==> src/rtl/fp8_accum.sv <==
// FP8 (E4M3) sum-of-products accumulator: exact fixed-point accumulation of
// signed terms, normalised back to a single FP8 word on the last term.
module fp8_accum #(
  parameter int ACC_W = 24,
  parameter int BIAS  = 7
) (
  input  logic       clk,
  input  logic       rst_n,
  input  logic [7:0] in_data,
  input  logic       in_valid,
  input  logic       in_last,
  output logic       in_ready,
  output logic [7:0] out_data,
  output logic [1:0] out_flags,
  output logic       out_valid,
  input  logic       out_ready
);

  typedef enum logic [1:0] {ACC, NORM, OUT} state_t;

  // Accumulator LSB weighs 2^-FRAC_W; {1,M} carries three fraction bits.
  localparam int FRAC_W    = 9;
  localparam int SHIFT_OFF = BIAS + 3 - FRAC_W;
  localparam int EXP_OFF   = FRAC_W - BIAS;
  localparam int PW        = $clog2(ACC_W);
  localparam logic signed [ACC_W:0] MAX_POS = {2'b00, {(ACC_W-1){1'b1}}};
  localparam logic signed [ACC_W:0] MIN_NEG = -MAX_POS;

  state_t             state_q, state_d;
  logic [ACC_W-1:0]   acc_q, acc_d;
  logic               sat_q, sat_d;
  logic [7:0]         out_data_q, out_data_d;
  logic [1:0]         out_flags_q, out_flags_d;
  logic               out_valid_q, out_valid_d;

  logic [3:0]         exp_in;
  logic [17:0]        term_mag;
  logic [ACC_W-1:0]   term_ext, term_s;
  logic signed [ACC_W:0] sum_s;

  logic [ACC_W-1:0]   mag;
  logic [PW-1:0]      lead;
  logic [3:0]         exp_o;
  logic [2:0]         mant_o;
  logic               sign_o;

  always_comb begin
    exp_in   = in_data[6:3];
    term_mag = '0;
    if (exp_in != 4'd0)
      term_mag = 18'({1'b1, in_data[2:0]}) << (exp_in - 4'(SHIFT_OFF));
    term_ext = {{(ACC_W-18){1'b0}}, term_mag};
    term_s   = in_data[7] ? -term_ext : term_ext;
    sum_s    = $signed({acc_q[ACC_W-1], acc_q}) + $signed({term_s[ACC_W-1], term_s});
  end

  // Saturation keeps |acc| <= 2^(ACC_W-1)-1, so negation here never overflows.
  always_comb begin
    sign_o = acc_q[ACC_W-1];
    mag    = sign_o ? -acc_q : acc_q;
    lead   = '0;
    for (int i = 0; i < ACC_W; i++)
      if (mag[i]) lead = PW'(i);
    exp_o  = 4'(lead - PW'(EXP_OFF));
    mant_o = 3'(mag >> (lead - PW'(3)));
  end

  always_comb begin
    state_d     = state_q;
    acc_d       = acc_q;
    sat_d       = sat_q;
    out_data_d  = out_data_q;
    out_flags_d = out_flags_q;
    out_valid_d = out_valid_q;
    in_ready    = (state_q == ACC);
    case (state_q)
      ACC: begin
        if (in_valid) begin
          if (sum_s > MAX_POS) begin
            acc_d = MAX_POS[ACC_W-1:0];
            sat_d = 1'b1;
          end else if (sum_s < MIN_NEG) begin
            acc_d = MIN_NEG[ACC_W-1:0];
            sat_d = 1'b1;
          end else begin
            acc_d = sum_s[ACC_W-1:0];
          end
          if (in_last) state_d = NORM;
        end
      end
      NORM: begin
        if (mag == '0) begin
          out_data_d  = 8'h00;
          out_flags_d = 2'b00;
        end else if (mag < ACC_W'(8)) begin
          out_data_d  = 8'h00;
          out_flags_d = 2'b10;
        end else if (lead > PW'(15 + EXP_OFF) || sat_q) begin
          out_data_d  = {sign_o, 7'h7F};
          out_flags_d = 2'b01;
        end else begin
          out_data_d  = {sign_o, exp_o, mant_o};
          out_flags_d = 2'b00;
        end
        out_valid_d = 1'b1;
        state_d     = OUT;
      end
      OUT: begin
        if (out_valid_q && out_ready) begin
          out_valid_d = 1'b0;
          acc_d       = '0;
          sat_d       = 1'b0;
          state_d     = ACC;
        end
      end
      default: state_d = ACC;
    endcase
  end

  always_ff @(posedge clk) begin
    if (!rst_n) begin
      state_q     <= ACC;
      acc_q       <= '0;
      sat_q       <= 1'b0;
      out_data_q  <= '0;
      out_flags_q <= '0;
      out_valid_q <= 1'b0;
    end else begin
      state_q     <= state_d;
      acc_q       <= acc_d;
      sat_q       <= sat_d;
      out_data_q  <= out_data_d;
      out_flags_q <= out_flags_d;
      out_valid_q <= out_valid_d;
    end
  end

  assign out_data  = out_data_q;
  assign out_flags = out_flags_q;
  assign out_valid = out_valid_q;

endmodule

==> config.mk <==
export PLATFORM = sky130hd
export DESIGN_NAME = fp8_accum
export DESIGN_NICKNAME = d
export VERILOG_FILES = /design/src/rtl/fp8_accum.sv
export SDC_FILE = /design/constraint.sdc
export NUM_CORES = 1
export LEC_CHECK = 0
export ABC_AREA = 1
export BUFFER_PORTS_ARGS = -buffer_cell sky130_fd_sc_hd__buf_2
export CORE_MARGIN = 4
export CORE_UTILIZATION = 60
export CTS_BUF_LIST = sky130_fd_sc_hd__clkbuf_4
export DETAILED_ROUTE_END_ITERATION = 6
export GPL_TIMING_DRIVEN = 0
export PLACE_DENSITY = 0.87
export SLEW_MARGIN = 25
export SYNTH_ARGS = -nofsm -noshare
export SYNTH_HDL_FRONTEND = slang
export SYNTH_SLANG_ARGS = --single-unit
==> constraint.sdc <==
create_clock -name clk -period 14.69 [get_ports clk]
set_input_delay 0.7345 -clock clk [delete_from_list [all_inputs] [get_ports clk]]
set_output_delay 0.7345 -clock clk [all_outputs]
set_load 0.05 [all_outputs]
==> metrics.md, run 1 <==
| Metric | Value |
|---|---|
| Total Wirelength | 12,900 um |
| Clock tree from TritonCTS | yes |
| Antenna diode count | 0 |
| Maximum number of pins on one net before global-route repair | 13 |
| Post-layout min period | 5.89 ns |
| Post-synthesis cell type count | 59 |
| Full die area | 10,100 sq um |
| Synthesis Warnings | 0 |
| Kind of start point of the critical path | input port |
| Signed area change from the synthesized netlist to the final layout | 5.93% |
| RD Place Congestion | 0.966 |
| Predominant post-synthesis flop cell | sky130_fd_sc_hd__dfxtp_1 |
| Total grt overflow | 0 |
| Via-per-instance ratio | 5.55 |
| Sequential share of the synthesized area | 14.8% |
| Die outline height | 101 um |
| Slowest CP cell | sky130_fd_sc_hd__ha_1 |
| Layout fillers | 874 |
| Worst slew slack as a fraction of its limit | 62.3% |
| H-Tree Level Count | 2 |
| Starting DRC count in detailed routing | 281 |
| Floorplan row count | 33 |
| Number of top-level pins | 25 |
| Count of input and output buffers | 24 |
| Buffering stage count on the worst path with inverters included | 5 |
| Signal arrival time at the worst endpoint | 6.18 ns |
| Worst-Skew Late Latency | 0.34 ns |
| Area occupied by registers | 761 sq um |
| Average cell area after synthesis | 5.93 sq um |
| Share of post-route cells with drive strength above 1 | 8.88% |
| Initial antenna violation count | 0 |
| Routed WL per cell | 12.9 um |
| Post-Synthesis Cell Area | 5150 sq um |
| Total CTS buffers | 5 |
| First-pass GRT wire length | 22,200 um |
| Detailed-route via count | 5,579 |
| Kind of critical path | in2reg |
| Largest stage delay on the critical path | 0.37 ns |
| Type of destination of the critical path | flop |
| Cell type with the largest total area after synthesis | sky130_fd_sc_hd__nand2_1 |
| Placeable core area | 8300 sq um |
| Sum of negative setup slack | 0 ns |
| PostCTS Resize Cnt | 0 |
| 1st-pass router iterations | 5 |
| Final setup viols | 0 |
| Gate count of the mapped netlist | 869 |
| HP Class | reg2reg |
| RSZ-0062 raised after global routing | no |
| Clock-pin transition on the worst setup and hold timing paths | 0.12 ns |
| Max Clock Freq | 170 MHz |
| Placed wire-length estimate after detailed placement | 10,800 um |
| Number of sinks on the clock net | 38 |
| Max-cap check violation count | 0 |
| Cell types with the largest area share after synthesis | sky130_fd_sc_hd__nand2_1, sky130_fd_sc_hd__dfxtp_1, sky130_fd_sc_hd__nand3_1 |
| Remaining number of nets flagged by the antenna check after routing | 0 |
| Master cell of the clock root buffer | sky130_fd_sc_hd__clkbuf_4 |
| Delay-heaviest family, CP | simple AND/OR/NAND/NOR gates |
| Net count reported at finish | 949 |
| # hold bufs at CTS | 0 |
| Post-route DRC violation count | 0 |
| Leading cell types by count after synthesis | sky130_fd_sc_hd__nand2_1, sky130_fd_sc_hd__inv_1, sky130_fd_sc_hd__nand3_1, sky130_fd_sc_hd__nor2_1, sky130_fd_sc_hd__a21oi_1 |
| Worst setup skew after layout | 0.0103 ns |
| Count of buffers added by post-CTS timing repair for setup | 0 |
| Die X | 101 um |
| Outcome | completed |
| Gr usage total | 25.9% |
| Share of the clock period used by the worst path after layout | 40.1% |
| Net count after synthesis | 918 |
| Clock Path Buffers | 2 |
| Share of the synthesized area in the top cell type | 17.5% |
| Actual transition at the worst max-transition pin | 0.566 ns |
| Cell seen most often among critical-path stages | sky130_fd_sc_hd__nand2_1 |
| Post-synth EDFFs | 0 |
| Final hold violation count | 0 |
| Number of pins with negative max-slew slack in the final report | 0 |
| Footprint of the multi-input gates | 3830 sq um |
| Worst endpoint required time | 14.97 ns |
| Ys async rst share | 0% |
| Maximum fanout along the worst path | 10 |
| Flops & latches, synth | 38 |
| Most used standard cell by instance count after synthesis | sky130_fd_sc_hd__nand2_1 |
| Initial standard-cell utilization of the core | 62.1% |
| Via count of the first global-routing pass | 5,069 |
[through the flow]
stage	setup WS (ns)	hold slack, ns	cells	util [%]	instance area (sq um)
2_1_floorplan	9.57	0.463	869	-	5150
3_3_place_gp	8.59	0.450	998	65.1	5400
3_5_place_dp	8.53	0.454	998	65.1	5400
4_1_cts	8.86	0.471	1006	65.7	5460
5_1_grt	8.00	0.489	1006	65.7	5460
6_report	8.80	0.468	1006	65.7	5460
[layout make-up]
class / count / area share (%)
timing repair buffer: 24 / 2.20
multi-input combinational: 692 / 70.3
buffer: 25 / 2.29
tap: 105 / 2.41
inverter: 114 / 7.91
sequential: 38 / 13.9
clock buffer: 5 / 0.688
clock inverter: 3 / 0.298
[final timing paths]
kind                     from          end  slack (ns)  cells past startpoint
setup reg to reg     acc_q[1]  out_data[0]       10.03                     22
setup / recovery   in_data[3]    acc_q[18]        8.80                     35
hold / removal    out_data[2]  out_data[2]        0.47                      2
hold reg to reg   out_data[2]  out_data[2]        0.47                      2
[worst register-to-register path, stage by stage (launching register included)]
cell and delay, ns:
sky130_fd_sc_hd__dfxtp_1 0.36, sky130_fd_sc_hd__inv_1 0.16, sky130_fd_sc_hd__ha_1 0.23, sky130_fd_sc_hd__nand4_2 0.17
sky130_fd_sc_hd__clkinv_2 0.12, sky130_fd_sc_hd__nand4_4 0.10, sky130_fd_sc_hd__o41ai_4 0.33, sky130_fd_sc_hd__o21ai_0 0.18
sky130_fd_sc_hd__xor2_1 0.37, sky130_fd_sc_hd__nand2_1 0.13, sky130_fd_sc_hd__or2_2 0.32, sky130_fd_sc_hd__a21oi_1 0.30
sky130_fd_sc_hd__ha_1 0.19, sky130_fd_sc_hd__clkbuf_1 0.34, sky130_fd_sc_hd__clkinv_1 0.35, sky130_fd_sc_hd__clkbuf_1 0.31
sky130_fd_sc_hd__nand3_1 0.14, sky130_fd_sc_hd__nand3_1 0.09, sky130_fd_sc_hd__nand3_1 0.10, sky130_fd_sc_hd__nand3_1 0.09
sky130_fd_sc_hd__nand2_1 0.08, sky130_fd_sc_hd__nand2_1 0.06, sky130_fd_sc_hd__a21oi_2 0.10
[sequential cells by signal, indices dropped and copies added (netlist names)]
register	count
sat_q	1
acc_q	24
state_q	2
out_valid	1
out_data	8
out_flags	2
[metal layers]
layer | share of wire, % | up-vias | GRT usage [%]
li1 | - | 2914 | -
met1 | 46 | 2472 | 33.2
met2 | 48 | 161 | 46.3
met3 | 4.2 | 32 | 2.08
met4 | 2.4 | 0 | 6.94
met5 | 0 | - | 0
[cell families after synthesis]
logic type               count (synthesis)  synth area share (%)
flip-flops                              38                  14.8
buffers and inverters                  139                  10.8
AND/OR/NAND/NOR                        480                  41.4
multiplexers                             1                 0.194
AO/OA/AOI/OAI                          124                  14.8
adder cells (fa/ha/maj)                 36                  8.89
XOR/XNOR                                51                  9.18
[layout by cell type, fill, tap and decap left out, drive strengths merged, types with 2 or more instances in the layout]
master,netlist,routed
nand2,245,245
inv,110,110
nand3,98,98
nor2,87,87
a21oi,45,45
dfxtp,38,38
ha,35,35
buf,11,35
xor2,34,34
o21ai,34,34
a31oi,25,25
clkbuf,14,19
nor3,18,18
xnor2,17,17
nand4,10,10
nor4,8,8
nand3b,7,7
clkinv,4,6
or2,5,5
o31ai,4,4
a22oi,3,3
o221ai,2,2
o211a,2,2
a21boi,2,2
Power of run 1 is not shown: default switching activity piles up to over one toggle a cycle in this logic, so the estimate is an artifact.
==> run 2: changes to the inputs <==
- CORE_UTILIZATION: 60 -> 59
- PLACE_DENSITY: 0.87 -> 0.89
- clock period: 14.69 -> 4.91 ns (I/O delays scaled with it)
==> metrics.md, run 2 (synthesis gave the netlist of run 1 again) <==
| Metric | Value |
|---|---|
| Outcome | completed (unchanged) |
| Initial standard-cell utilization of the core | 61.7% (was 62.1%) |
| Worst slew slack as a fraction of its limit | 60.9% (was 62.3%) |
| Worst-Skew Late Latency | 0.36 ns (was 0.34 ns) |
| H-Tree Level Count | 2 (unchanged) |
| Total grt overflow | 0 (unchanged) |
| First-pass GRT wire length | 23,100 um (was 22,200 um) |
| 1st-pass router iterations | 6 (was 5) |
| RSZ-0062 raised after global routing | yes (was no) |
| Placed wire-length estimate after detailed placement | 10,800 um (about the same) |
| Starting DRC count in detailed routing | 363 (was 281) |
| Setup slack of the most critical reg-to-reg path | 0.50 ns (was 10.03 ns) |
| Die X | 101 um (about the same) |
| Post-layout min period | 4.87 ns |
| Floorplan row count | 33 (unchanged) |
| Initial antenna violation count | 0 (unchanged) |
| # hold bufs at CTS | 0 (unchanged) |
| Actual transition at the worst max-transition pin | 0.587 ns (was 0.566 ns) |
| Signed area change from the synthesized netlist to the final layout | 15.0% (was 5.93%) |
| Die outline height | 101 um (about the same) |
| RD Place Congestion | 0.988 (was 0.966) |
| Worst reg2reg startpoint | acc_q[1] (unchanged) |
| Maximum fanout along the worst path | 7 (was 10) |
| Final hold violation count | 0 (unchanged) |
| Full die area | 10,300 sq um (was 10,100 sq um) |
| Post-route DRC violation count | 0 (unchanged) |
| Number of pins with negative max-slew slack in the final report | 0 (unchanged) |
| Routed WL per cell | 14.4 um (was 12.9 um) |
| Most flops, register | acc_q (unchanged) |
| HP Class | in2reg (was reg2reg) |
| Worst-case hold slack | 0.0957 ns (was 0.468 ns) |
| Kind of critical path | in2reg (unchanged) |
| Share of the clock period used by the worst path after layout | 99.2% |
| Slowest CP cell | sky130_fd_sc_hd__ha_1 (unchanged) |
| Share of post-route cells with drive strength above 1 | 17.6% (was 8.88%) |
| Worst endpoint required time | 5.18 ns (was 14.97 ns) |
| Max Clock Freq | 205 MHz |
| Type of destination of the critical path | flop (unchanged) |
| Clock-pin transition on the worst setup and hold timing paths | 0.12 ns (about the same) |
| Via-per-instance ratio | 5.84 (was 5.55) |
| Remaining number of nets flagged by the antenna check after routing | 0 (unchanged) |
| Count of input and output buffers | 24 (unchanged) |
| Clock tree from TritonCTS | yes (unchanged) |
| Cell seen most often among critical-path stages | sky130_fd_sc_hd__nand2_1 (unchanged) |
| Critical Path Source | in_data[3] (unchanged) |
| Min-Delay Startpoint | out_ready (was out_data[2]) |
| Antenna diode count | 0 (unchanged) |
| Number of top-level pins | 25 (unchanged) |
| Max-cap check violation count | 0 (unchanged) |
| Sum of negative setup slack | 0 ns (unchanged) |
| Top library cells by usage in the layout, fill and taps aside | sky130_fd_sc_hd__nand2_1, sky130_fd_sc_hd__inv_1, sky130_fd_sc_hd__nand3_1 (unchanged) |
| Signal arrival time at the worst endpoint | 5.14 ns (was 6.18 ns) |
| Placement-stage worst setup slack | -0.845 ns (was 8.53 ns) |
| Final setup viols | 0 (unchanged) |
| Clock Path Buffers | 2 (unchanged) |
| Total Wirelength | 14,700 um (was 12,900 um) |
| Net count reported at finish | 967 (was 949) |
| Maximum number of pins on one net before global-route repair | 13 (unchanged) |
| Kind of start point of the critical path | input port (unchanged) |
| Detailed-route via count | 5,978 (was 5,579) |
| Via count of the first global-routing pass | 5,252 (was 5,069) |
| Worst setup skew after layout | 0.0282 ns (was 0.0103 ns) |
| Placeable core area | 8340 sq um (was 8300 sq um) |
| Largest stage delay on the critical path | 0.35 ns (was 0.37 ns) |
| Master cell of the clock root buffer | sky130_fd_sc_hd__clkbuf_4 (unchanged) |
| Most common cell after layout, fill and taps aside | sky130_fd_sc_hd__nand2_1 (unchanged) |
| Layout fillers | 689 (was 874) |
| Number of sinks on the clock net | 38 (unchanged) |
| Gr usage total | 26.8% (was 25.9%) |
| Total CTS buffers | 5 (unchanged) |
| Smallest setup slack after layout | 0.0396 ns (was 8.80 ns) |
| Flip-flop count of the largest register, all copies and words added | 24 (unchanged) |
-- run 2: per-layer routing --
layer | global-route usage (%) | routed length (um) | part of all wire [%]
met4 | 10.5 | 552 | 3.7
met2 | 46.4 | 7300 | 50
met5 | 0 | 0 | 0
met1 | 34.4 | 5930 | 40
met3 | 2.07 | 945 | 6.4
-- run 2: stage by stage --
stage / utilization (%) / std cells / cell area [sq um]
2_1_floorplan: - / 869 / 5150
3_3_place_gp: 64.8 / 998 / 5400
3_5_place_dp: 64.8 / 998 / 5400
4_1_cts: 66.5 / 1008 / 5540
5_1_grt: 71.0 / 1024 / 5920
6_report: 71.0 / 1024 / 5920
-- run 2: what timing repair did --
item	in CTS	in global routing
gates resized for setup	17	69
gates cloned	0	2
pin swaps	2	32
setup buffers	2	14
setup endpoints to repair	24	28
-- run 2: worst max-delay path: cells and delay by family --
kind	cells	cell delay [ns]
compound gates	1	0.12
xor+xnor	1	0.21
fa+ha+maj	2	0.51
buf+inv	7	0.78
simple gates	25	3.29
-- run 2: path summary, 6_finish.rpt --
check | endpoint | cells after the start
max reg2reg | out_data[1] | 21
min | out_valid | 2
max | acc_q[6] | 36
min reg2reg | out_data[7] | 2
-- run 2: final cells by class --
type | instances | area, sq um | share of cell area [%]
plain buffers | 25 | 126 | 2.13
clock buffers | 5 | 37.5 | 0.634
clock inverters | 3 | 16.3 | 0.275
inverters | 114 | 442 | 7.46
multi-input cells | 692 | 4160 | 70.1
flip-flops and latches | 38 | 761 | 12.8
well taps | 105 | 131 | 2.22
repair buffers | 41 | 248 | 4.18
repair inverters | 1 | 7.51 | 0.127
Power of run 2 is left out for the same reason.
==> run 3: changes to the inputs <==
- CORE_UTILIZATION: 59 -> 60
- PLACE_DENSITY: 0.89 -> 0.87
- SKIP_LAST_GASP: not set -> 1
- clock period: 4.91 -> 5.2 ns (I/O delays scaled with it)
==> metrics.md, run 3 (synthesis gave the netlist of run 1 again) <==
| Metric | Value |
|---|---|
| Die outline height | 101 um (about the same) |
| Maximum fanout along the worst path | 10 (was 7) |
| Full die area | 10,100 sq um (was 10,300 sq um) |
| Kind of critical path | in2reg (unchanged) |
| Signal arrival time at the worst endpoint | 5.07 ns (was 5.14 ns) |
| M2 GR Usage | 46.9% (was 46.4%) |
| Top library cells by usage in the layout, fill and taps aside | sky130_fd_sc_hd__nand2_1, sky130_fd_sc_hd__inv_1, sky130_fd_sc_hd__nand3_1 (unchanged) |
| Number of sinks on the clock net | 38 (unchanged) |
| Flip-flop count of the largest register, all copies and words added | 24 (unchanged) |
| Max Clock Freq | 208 MHz |
| Placed wire-length estimate after detailed placement | 10,800 um (about the same) |
| Antenna diode count | 0 (unchanged) |
| HP Class | in2reg (unchanged) |
| Routed WL per cell | 13.3 um (was 14.4 um) |
| Worst setup skew after layout | 0.0142 ns (was 0.0282 ns) |
| Master cell of the clock root buffer | sky130_fd_sc_hd__clkbuf_4 (unchanged) |
| Final setup viols | 0 (unchanged) |
| Remaining number of nets flagged by the antenna check after routing | 0 (unchanged) |
| Total grt overflow | 0 (unchanged) |
| Detailed-route via count | 5,691 (was 5,978) |
| Starting DRC count in detailed routing | 271 (was 363) |
| Layout fillers | 806 (was 689) |
| Number of pins with negative max-slew slack in the final report | 0 (unchanged) |
| Kind of start point of the critical path | input port (unchanged) |
| Most flops, register | acc_q (unchanged) |
| Via-per-instance ratio | 5.61 (was 5.84) |
| Placeable core area | 8300 sq um (was 8340 sq um) |
| Most common cell after layout, fill and taps aside | sky130_fd_sc_hd__nand2_1 (unchanged) |
| Slowest CP cell | sky130_fd_sc_hd__fa_1 (was sky130_fd_sc_hd__ha_1) |
| 1st-pass router iterations | 5 (was 6) |
| Floorplan row count | 33 (unchanged) |
| Actual transition at the worst max-transition pin | 0.573 ns (was 0.587 ns) |
| Gr usage total | 26.0% (was 26.8%) |
| Outcome | completed (unchanged) |
| Min-Delay Startpoint | out_ready (unchanged) |
| Post-detailed-placement cell area | 5400 sq um (unchanged) |
| Largest stage delay on the critical path | 0.45 ns (was 0.35 ns) |
| Share of the clock period used by the worst path after layout | 92.5% |
| Die X | 101 um (about the same) |
| Maximum number of pins on one net before global-route repair | 13 (unchanged) |
| Clock-pin transition on the worst setup and hold timing paths | 0.12 ns (about the same) |
| Global Route met3 Usage | 2.01% (was 2.07%) |
| Worst reg2reg startpoint | acc_q[1] (unchanged) |
| Initial standard-cell utilization of the core | 62.1% (was 61.7%) |
| Total Wirelength | 13,500 um (was 14,700 um) |
| Worst endpoint required time | 5.46 ns (was 5.18 ns) |
| Footprint of the multi-input gates | 4010 sq um (was 4160 sq um) |
| Final hold violation count | 0 (unchanged) |
| GRT met1 Usage | 33.2% (was 34.4%) |
| Worst slew slack as a fraction of its limit | 61.8% (was 60.9%) |
| Clock tree from TritonCTS | yes (unchanged) |
| Clock Path Buffers | 2 (unchanged) |
| Post-layout min period | 4.81 ns |
| Net count reported at finish | 958 (was 967) |
| Area occupied by registers | 761 sq um (unchanged) |
| Max-cap check violation count | 0 (unchanged) |
| Total CTS buffers | 5 (unchanged) |
| # hold bufs at CTS | 0 (unchanged) |
| RD Place Congestion | 0.966 (was 0.988) |
| Signed area change from the synthesized netlist to the final layout | 10.7% (was 15.0%) |
| Final design area excluding fillers | 5700 sq um (was 5920 sq um) |
| Type of destination of the critical path | flop (unchanged) |
| Post-route DRC violation count | 0 (unchanged) |
| Via count of the first global-routing pass | 5,064 (was 5,252) |
| Layer carrying the most global-route usage | met2 (unchanged) |
| Worst-Skew Late Latency | 0.34 ns (was 0.36 ns) |
| Share of post-route cells with drive strength above 1 | 13.6% (was 17.6%) |
| Initial antenna violation count | 0 (unchanged) |
| Number of top-level pins | 25 (unchanged) |
| First-pass GRT wire length | 22,200 um (was 23,100 um) |
| H-Tree Level Count | 2 (unchanged) |
| Critical Path Source | in_data[3] (unchanged) |
| Count of input and output buffers | 24 (unchanged) |
run 3: cell count changes in the layout (fill, tap and decap cells not counted), sizes merged:
cell,before,now
buf,52,44
clkinv,3,4
clkinvlp,2,3
inv,113,110
run 3: metal layers:
metal	vias to the layer above	wire length (um)
met5	-	0
met4	0	284
met3	23	542
met2	171	6580
met1	2562	6050
li1	2935	-
run 3: stage by stage:
stage          setup TNS (ns)  setup WS [ns]  std cells  hold WS (ns)  utilization [%]
3_5_place_dp           -10.54         -0.481        998         0.454             65.1
6_report                    0          0.389       1015         0.125             68.7
3_3_place_gp            -9.17         -0.421        998         0.450             65.1
2_1_floorplan               0          0.556        869         0.377                -
4_1_cts                     0         0.0353       1006         0.126             65.9
5_1_grt                 -1.32        -0.0876       1015         0.132             68.7
run 3: worst max-delay path: cells and delay by family:
kind	cells	cell delay [ns]
adder cells (fa/ha/maj)	3	0.93
AND/OR/NAND/NOR	11	1.48
XOR/XNOR	1	0.12
AO/OA/AOI/OAI	7	1.32
buffers and inverters	9	0.92
run 3: area by class of cell:
class	instances	area share (%)
multi-input cells	692	70.2
inverters	114	7.70
clock inverters	3	0.285
plain buffers	25	2.19
flip-flops and latches	38	13.3
clock buffers	5	0.658
well taps	105	2.30
repair buffers	33	3.29
run 3: worst paths after layout:
kind | end | slack (ns) | depth (start not counted)
min reg2reg | out_data[2] | 0.47 | 2
min | out_valid | 0.13 | 2
max reg2reg | out_data[0] | 0.54 | 22
max | acc_q[2] | 0.39 | 31
run 3: what timing repair did:
item	CTS	global route
setup endpoints to repair	20	24
pin swaps	0	7
buffers inserted	0	9
gates resized for setup	3	40
Power of run 3 is left out for the same reason.
